**src/rtl/vga_timing_pkg.sv**
```systemverilog
// Shared types, 640x480@60 default timing and helpers for the VGA raster timing generator.

package vga_timing_pkg;

  typedef enum logic [1:0] {
    PhaseActive,
    PhaseFp,
    PhaseSync,
    PhaseBp
  } phase_e;

  localparam int unsigned DefHActive = 640;
  localparam int unsigned DefHFp     = 16;
  localparam int unsigned DefHSync   = 96;
  localparam int unsigned DefHBp     = 48;
  localparam int unsigned DefVActive = 480;
  localparam int unsigned DefVFp     = 10;
  localparam int unsigned DefVSync   = 2;
  localparam int unsigned DefVBp     = 33;

  function automatic int unsigned total(input int unsigned active, input int unsigned fp,
                                        input int unsigned sync, input int unsigned bp);
    return active + fp + sync + bp;
  endfunction

endpackage

```
**src/rtl/vga_axis_counter.sv**
```systemverilog
// One raster axis: position counter plus ACTIVE/FP/SYNC/BP phase FSM, stepping on i_adv.

module vga_axis_counter
  import vga_timing_pkg::*;
#(
  parameter int unsigned ACTIVE   = DefHActive,
  parameter int unsigned FP       = DefHFp,
  parameter int unsigned SYNC     = DefHSync,
  parameter int unsigned BP       = DefHBp,
  parameter bit          SYNC_POL = 1'b0,
  parameter int unsigned CNT_W    = 12
) (
  input  logic             i_clk,
  input  logic             i_rst,
  input  logic             i_adv,
  output logic [CNT_W-1:0] o_cnt,
  output phase_e           o_phase,
  output logic             o_sync,
  output logic             o_active,
  output logic             o_wrap
);

  localparam logic [CNT_W-1:0] EndActive = CNT_W'(ACTIVE - 1);
  localparam logic [CNT_W-1:0] EndFp     = CNT_W'(ACTIVE + FP - 1);
  localparam logic [CNT_W-1:0] EndSync   = CNT_W'(ACTIVE + FP + SYNC - 1);
  localparam logic [CNT_W-1:0] LastCnt   = CNT_W'(total(ACTIVE, FP, SYNC, BP) - 1);

  logic [CNT_W-1:0] r_cnt;
  logic [CNT_W-1:0] w_cnt_d;
  phase_e           r_phase;
  phase_e           w_phase_d;

  always_ff @(posedge i_clk) begin
    if (i_rst) begin
      r_cnt   <= '0;
      r_phase <= PhaseActive;
    end else begin
      r_cnt   <= w_cnt_d;
      r_phase <= w_phase_d;
    end
  end

  // Phase changes on the step that leaves the last position of the current phase.
  always_comb begin
    w_cnt_d   = r_cnt;
    w_phase_d = r_phase;
    if (i_adv) begin
      w_cnt_d = (r_cnt == LastCnt) ? '0 : r_cnt + CNT_W'(1);
      unique case (r_phase)
        PhaseActive: if (r_cnt == EndActive) w_phase_d = PhaseFp;
        PhaseFp:     if (r_cnt == EndFp)     w_phase_d = PhaseSync;
        PhaseSync:   if (r_cnt == EndSync)   w_phase_d = PhaseBp;
        PhaseBp:     if (r_cnt == LastCnt)   w_phase_d = PhaseActive;
        default:     w_phase_d = PhaseActive;
      endcase
    end
  end

  always_comb begin
    o_cnt    = r_cnt;
    o_phase  = r_phase;
    o_active = (r_phase == PhaseActive);
    o_sync   = (r_phase == PhaseSync) ? SYNC_POL : ~SYNC_POL;
    o_wrap   = (r_cnt == LastCnt);
  end

endmodule

```
**src/rtl/vga_timing_gen.sv**
```systemverilog
// Parametrised VGA raster timing generator with pixel clock-enable.
// Define VGA_TIMING_FRAME_CNT_EN to add the o_frame_cnt completed-frame counter.

module vga_timing_gen
  import vga_timing_pkg::*;
#(
  parameter int unsigned H_ACTIVE   = DefHActive,
  parameter int unsigned H_FP       = DefHFp,
  parameter int unsigned H_SYNC     = DefHSync,
  parameter int unsigned H_BP       = DefHBp,
  parameter int unsigned V_ACTIVE   = DefVActive,
  parameter int unsigned V_FP       = DefVFp,
  parameter int unsigned V_SYNC     = DefVSync,
  parameter int unsigned V_BP       = DefVBp,
  parameter bit          H_SYNC_POL = 1'b0,
  parameter bit          V_SYNC_POL = 1'b0,
  parameter int unsigned CNT_W      = 12,
  parameter int unsigned FRAME_W    = 16
) (
  input  logic               i_clk,
  input  logic               i_rst,
  input  logic               i_ce,
  output logic               o_h_sync,
  output logic               o_v_sync,
  output logic               o_de,
  output logic [CNT_W-1:0]   o_x,
  output logic [CNT_W-1:0]   o_y,
  output logic               o_line_start,
  output logic               o_frame_start
`ifdef VGA_TIMING_FRAME_CNT_EN
  ,
  output logic [FRAME_W-1:0] o_frame_cnt
`endif
);

  localparam int unsigned HTotal = total(H_ACTIVE, H_FP, H_SYNC, H_BP);
  localparam int unsigned VTotal = total(V_ACTIVE, V_FP, V_SYNC, V_BP);

  if (H_ACTIVE == 0 || H_FP == 0 || H_SYNC == 0 || H_BP == 0 ||
      V_ACTIVE == 0 || V_FP == 0 || V_SYNC == 0 || V_BP == 0) begin : g_zero_width
    $error("vga_timing_gen: zero-width timing parameter");
  end

  if (((HTotal - 1) >> CNT_W) != 0 || ((VTotal - 1) >> CNT_W) != 0 ||
      FRAME_W == 0) begin : g_bad_width
    $error("vga_timing_gen: CNT_W too narrow for the raster or FRAME_W is zero");
  end

  phase_e w_h_phase;
  phase_e w_v_phase;
  logic   w_h_active;
  logic   w_v_active;
  logic   w_h_wrap;
  logic   w_v_wrap;
  logic   w_line_wrap;
  logic   w_frame_wrap;
  logic   w_unused_phase;
  logic   r_line_start;
  logic   r_frame_start;

  assign w_line_wrap    = i_ce & w_h_wrap;
  assign w_frame_wrap   = w_line_wrap & w_v_wrap;
  assign w_unused_phase = ^{w_h_phase, w_v_phase};

  vga_axis_counter #(
    .ACTIVE   (H_ACTIVE),
    .FP       (H_FP),
    .SYNC     (H_SYNC),
    .BP       (H_BP),
    .SYNC_POL (H_SYNC_POL),
    .CNT_W    (CNT_W)
  ) u_h_axis (
    .i_clk    (i_clk),
    .i_rst    (i_rst),
    .i_adv    (i_ce),
    .o_cnt    (o_x),
    .o_phase  (w_h_phase),
    .o_sync   (o_h_sync),
    .o_active (w_h_active),
    .o_wrap   (w_h_wrap)
  );

  vga_axis_counter #(
    .ACTIVE   (V_ACTIVE),
    .FP       (V_FP),
    .SYNC     (V_SYNC),
    .BP       (V_BP),
    .SYNC_POL (V_SYNC_POL),
    .CNT_W    (CNT_W)
  ) u_v_axis (
    .i_clk    (i_clk),
    .i_rst    (i_rst),
    .i_adv    (w_line_wrap),
    .o_cnt    (o_y),
    .o_phase  (w_v_phase),
    .o_sync   (o_v_sync),
    .o_active (w_v_active),
    .o_wrap   (w_v_wrap)
  );

  // Strobes are registered on the same edge the counters wrap, so they align with (0, y).
  always_ff @(posedge i_clk) begin
    if (i_rst) begin
      r_line_start  <= 1'b0;
      r_frame_start <= 1'b0;
    end else begin
      r_line_start  <= w_line_wrap;
      r_frame_start <= w_frame_wrap;
    end
  end

  assign o_line_start  = r_line_start;
  assign o_frame_start = r_frame_start;
  assign o_de          = w_h_active & w_v_active;

`ifdef VGA_TIMING_FRAME_CNT_EN
  logic [FRAME_W-1:0] r_frame_cnt;

  always_ff @(posedge i_clk) begin
    if (i_rst) begin
      r_frame_cnt <= '0;
    end else if (w_frame_wrap) begin
      r_frame_cnt <= r_frame_cnt + FRAME_W'(1);
    end
  end

  assign o_frame_cnt = r_frame_cnt;
`endif

endmodule

```
**config.mk**
```make
export PLATFORM = sky130hd
export DESIGN_NAME = vga_timing_gen
export DESIGN_NICKNAME = d
export VERILOG_FILES = /design/src/rtl/vga_timing_pkg.sv /design/src/rtl/vga_axis_counter.sv /design/src/rtl/vga_timing_gen.sv
export SDC_FILE = /design/constraint.sdc
export NUM_CORES = 1
export LEC_CHECK = 0
export ABC_CLOCK_PERIOD_IN_PS = 4100
export CORE_MARGIN = 4
export CORE_UTILIZATION = 35
export DETAILED_ROUTE_END_ITERATION = 8
export SYNTH_ARGS = -nofsm -noshare
export SYNTH_HDL_FRONTEND = slang
export SYNTH_SLANG_ARGS = --single-unit
```
**constraint.sdc**
```tcl
create_clock -name i_clk -period 4.1 [get_ports i_clk]
set_clock_uncertainty 0.15 [all_clocks]
set_input_delay 1.23 -clock i_clk [delete_from_list [all_inputs] [get_ports i_clk]]
set_output_delay 1.23 -clock i_clk [all_outputs]
set_load 0.02 [all_outputs]
```
==> summary.txt <==
via count: 1553
Detailed Route WL: 4030 um
# IOs: 32
crit-path cells: inv_1, ha_1, and2_1, clkdlybuf4s50_1
total CTS buffers: 5
CP arrival: 1.70 ns
largest net degree at the start of global routing: 21
Clk Latency, worst-skew pair: 0.28 ns
total grt overflow: 0
Die Wd: 79.3 um
internal power: 439 uW
RSZ-0062 raised after global routing: false
Routed Antenna Nets: 0
Final TNS setup: 0 ns
layout cells sized above 1: 7.08%
Primary FF master, synth: dfxtp_1
Worst-path clk slew: 0.06 ns
Design Area, Final: 0.00223 mm2
number of max-cap violations: 0
Switching Fraction: 22.9%
Synth area leaders: dfxtp_1 (34%), ha_1 (9.9%), nor2_1 (4.9%)
outcome: finished clean
CP max FO: 4
max-slew violations: 0
placed inst area: 0.00213 mm2
Critical Path RT: 2.72 ns
global-route wire length before repair: 7140 um
row count: 25
n_diodes: 0
Worst Hold Class: reg -> reg
Slew @ Worst Pin: 0.590 ns
pwr/cell area: 255 mW/mm2
part of the power in registers: 52.1%
final hold slack: 0.372 ns
FFs w/ async S/R, synth: 0%
die area: 0.00628 mm2
final hold vios: 0
post-synthesis cell type count: 45
Period Utilization, post-route: 75.1%
Total GRT Usage: 14.1%
CTS max path bufs: 2
Gate Count Post-Synth: 208
synthesized area: 0.00178 mm2
I/O Buffers: 31
Initial Util: 36.9%
post-DR wirelength/cell: 13.1 um
Crit Path Category: reg -> out
RD Place Congestion: 0.774
Synth top area share: 33.8%
VDD IR-drop max: 0.141 mV
CP max stage cell: clkdlybuf4s50_1
hold buffers post-CTS: 0
drt initial violations: 89
endpoints failing setup: 0
final routed DRC violation total: 0
FF+latch count, synth: 30
min cycle time layout: 3.08 ns
Root Driver: clkbuf_8
Layout Nets: 256
slowest stage delay, CP: 0.54 ns
slew margin rel.: 60.3%
Synth area leader: dfxtp_1
PostCTS Resize Cnt: 0
# clock sinks: 30
Area Overhead vs Synth: 25.3%
Clock power frac: 44.0%
Comb pwr share: 3.9%
Synth Warn #: 0
hpwl dp: 2890 um
htree depth: 2
Post-CTS Setup Inserts: 0
DR pass1 iterations: 4
Pleak: 0.000774 uW
initial antenna violation count: 0
Mean Syn Cell Area: 8.54 um2
core area: 0.00482 mm2
fmax: 325 MHz
CTS tree: done
net switching power: 130 uW
vias in the first global route: 1467
sequential fraction of the synthesis area: 33.8%
syn nets: 225
Post-synth EDFFs: 0
vias per cell: 5.06
crit path launch type: flip-flop
Die H: 79.3 um
CP Capture Type: primary output
## power by group through the flow
stage | clock (uW) | sequential, uW | combinational (uW)
floorplan | 0 | 305 | 11.0
CTS | 257 | 296 | 22.7
finish | 250 | 296 | 22.3
detailed placement | 0 | 303 | 22.6
global route | 271 | 296 | 25.1
global placement | 0 | 303 | 22.4
## synth_stat cells, drive strengths merged (6+ instances only)
library cell,count
nand2b,7
xor2,7
dfxtp,30
clkbuf,6
nand3,7
ha,14
nand2,13
o21ai,11
inv,9
and3,9
a21oi,16
nor2,23
## cell usage in the layout, fill, tap and decap left out, types with 2 or more instances in the layout
cell	n
clkdlybuf4s50_1	31
and3_1	9
clkbuf_8	6
nor2_1	23
nand4_1	3
xnor2_1	4
mux2i_1	3
o21ai_0	11
dfxtp_1	30
ha_1	14
nand3_1	7
nand4b_1	4
inv_1	9
or4b_1	2
or3_1	3
nor3_1	4
a31oi_1	3
xor2_1	7
nor4_1	2
a21boi_0	2
buf_4	2
nand2b_1	6
and2_1	3
nand3b_1	3
a21oi_1	16
nand2_1	13
## registers in the layout (all words and copies together), names as in the netlist
register	count
u_v_axis.o_cnt	12
u_v_axis.o_phase	2
o_frame_start	1
u_h_axis.o_cnt	12
u_h_axis.o_phase	2
o_line_start	1
## per-stage QoR
| stage | instances | setup WS (ns) | total power, uW | utilization, % |
|---|---|---|---|---|
| 3_3_place_gp | 299 | 0.862 | 325 | 44.3 |
| 3_5_place_dp | 299 | 0.823 | 325 | 44.3 |
| 6_report | 307 | 1.02 | 569 | 46.2 |
| 5_1_grt | 307 | 0.898 | 592 | 46.2 |
| 2_1_floorplan | 208 | 1.50 | 316 | - |
| 4_1_cts | 307 | 0.996 | 576 | 46.2 |
## cells by family (layout without fill, tap and decap cells)
logic type	after synthesis	count (layout)	synth area share [%]
AO/OA/AOI/OAI	40	40	13.5
XOR/XNOR	11	11	5.42
adder cells (fa/ha/maj)	14	14	9.86
buffers and inverters	18	50	4.79
flip-flops	30	30	33.8
multiplexers	3	3	1.69
AND/OR/NAND/NOR	92	92	30.9
## worst max-delay path: cells and delay by family, from the launching register on
family,cells,cell delay [ns]
AND/OR/NAND/NOR,1,0.18
buffers and inverters,2,0.64
flip-flops,1,0.39
adder cells (fa/ha/maj),1,0.23
## path summary, 6_finish.rpt
check	startpoint	end	slack [ns]	cells after the start
worst max-delay path	u_h_axis.o_phase[0]	o_de	1.02	4
worst min-delay path	u_v_axis.o_phase[1]	u_v_axis.o_phase[1]	0.37	2
worst max register to register	u_v_axis.o_cnt[0]	u_v_axis.o_phase[1]	1.80	6
worst min register to register	u_v_axis.o_phase[1]	u_v_axis.o_phase[1]	0.37	2
## cell type report
cell class / instances / area, um2
Clock buffer: 7 / 86.3
Fill cell: 496 / 2590
Multi-Input combinational cell: 160 / 1090
Tap cell: 67 / 83.8
Sequential cell: 30 / 601
Clock inverter: 1 / 5.00
Inverter: 9 / 33.8
Timing Repair Buffer: 33 / 325
## per-layer routing
| layer | track usage [%] | share of wire (%) | up-vias |
|---|---|---|---|
| met5 | 0 | 0 | - |
| met4 | 4.12 | 1.2 | 0 |
| met3 | 3.74 | 3.9 | 7 |
| li1 | - | - | 796 |
| met2 | 22.4 | 44 | 29 |
| met1 | 18.6 | 51 | 721 |
(Power assumes the default switching activity.)
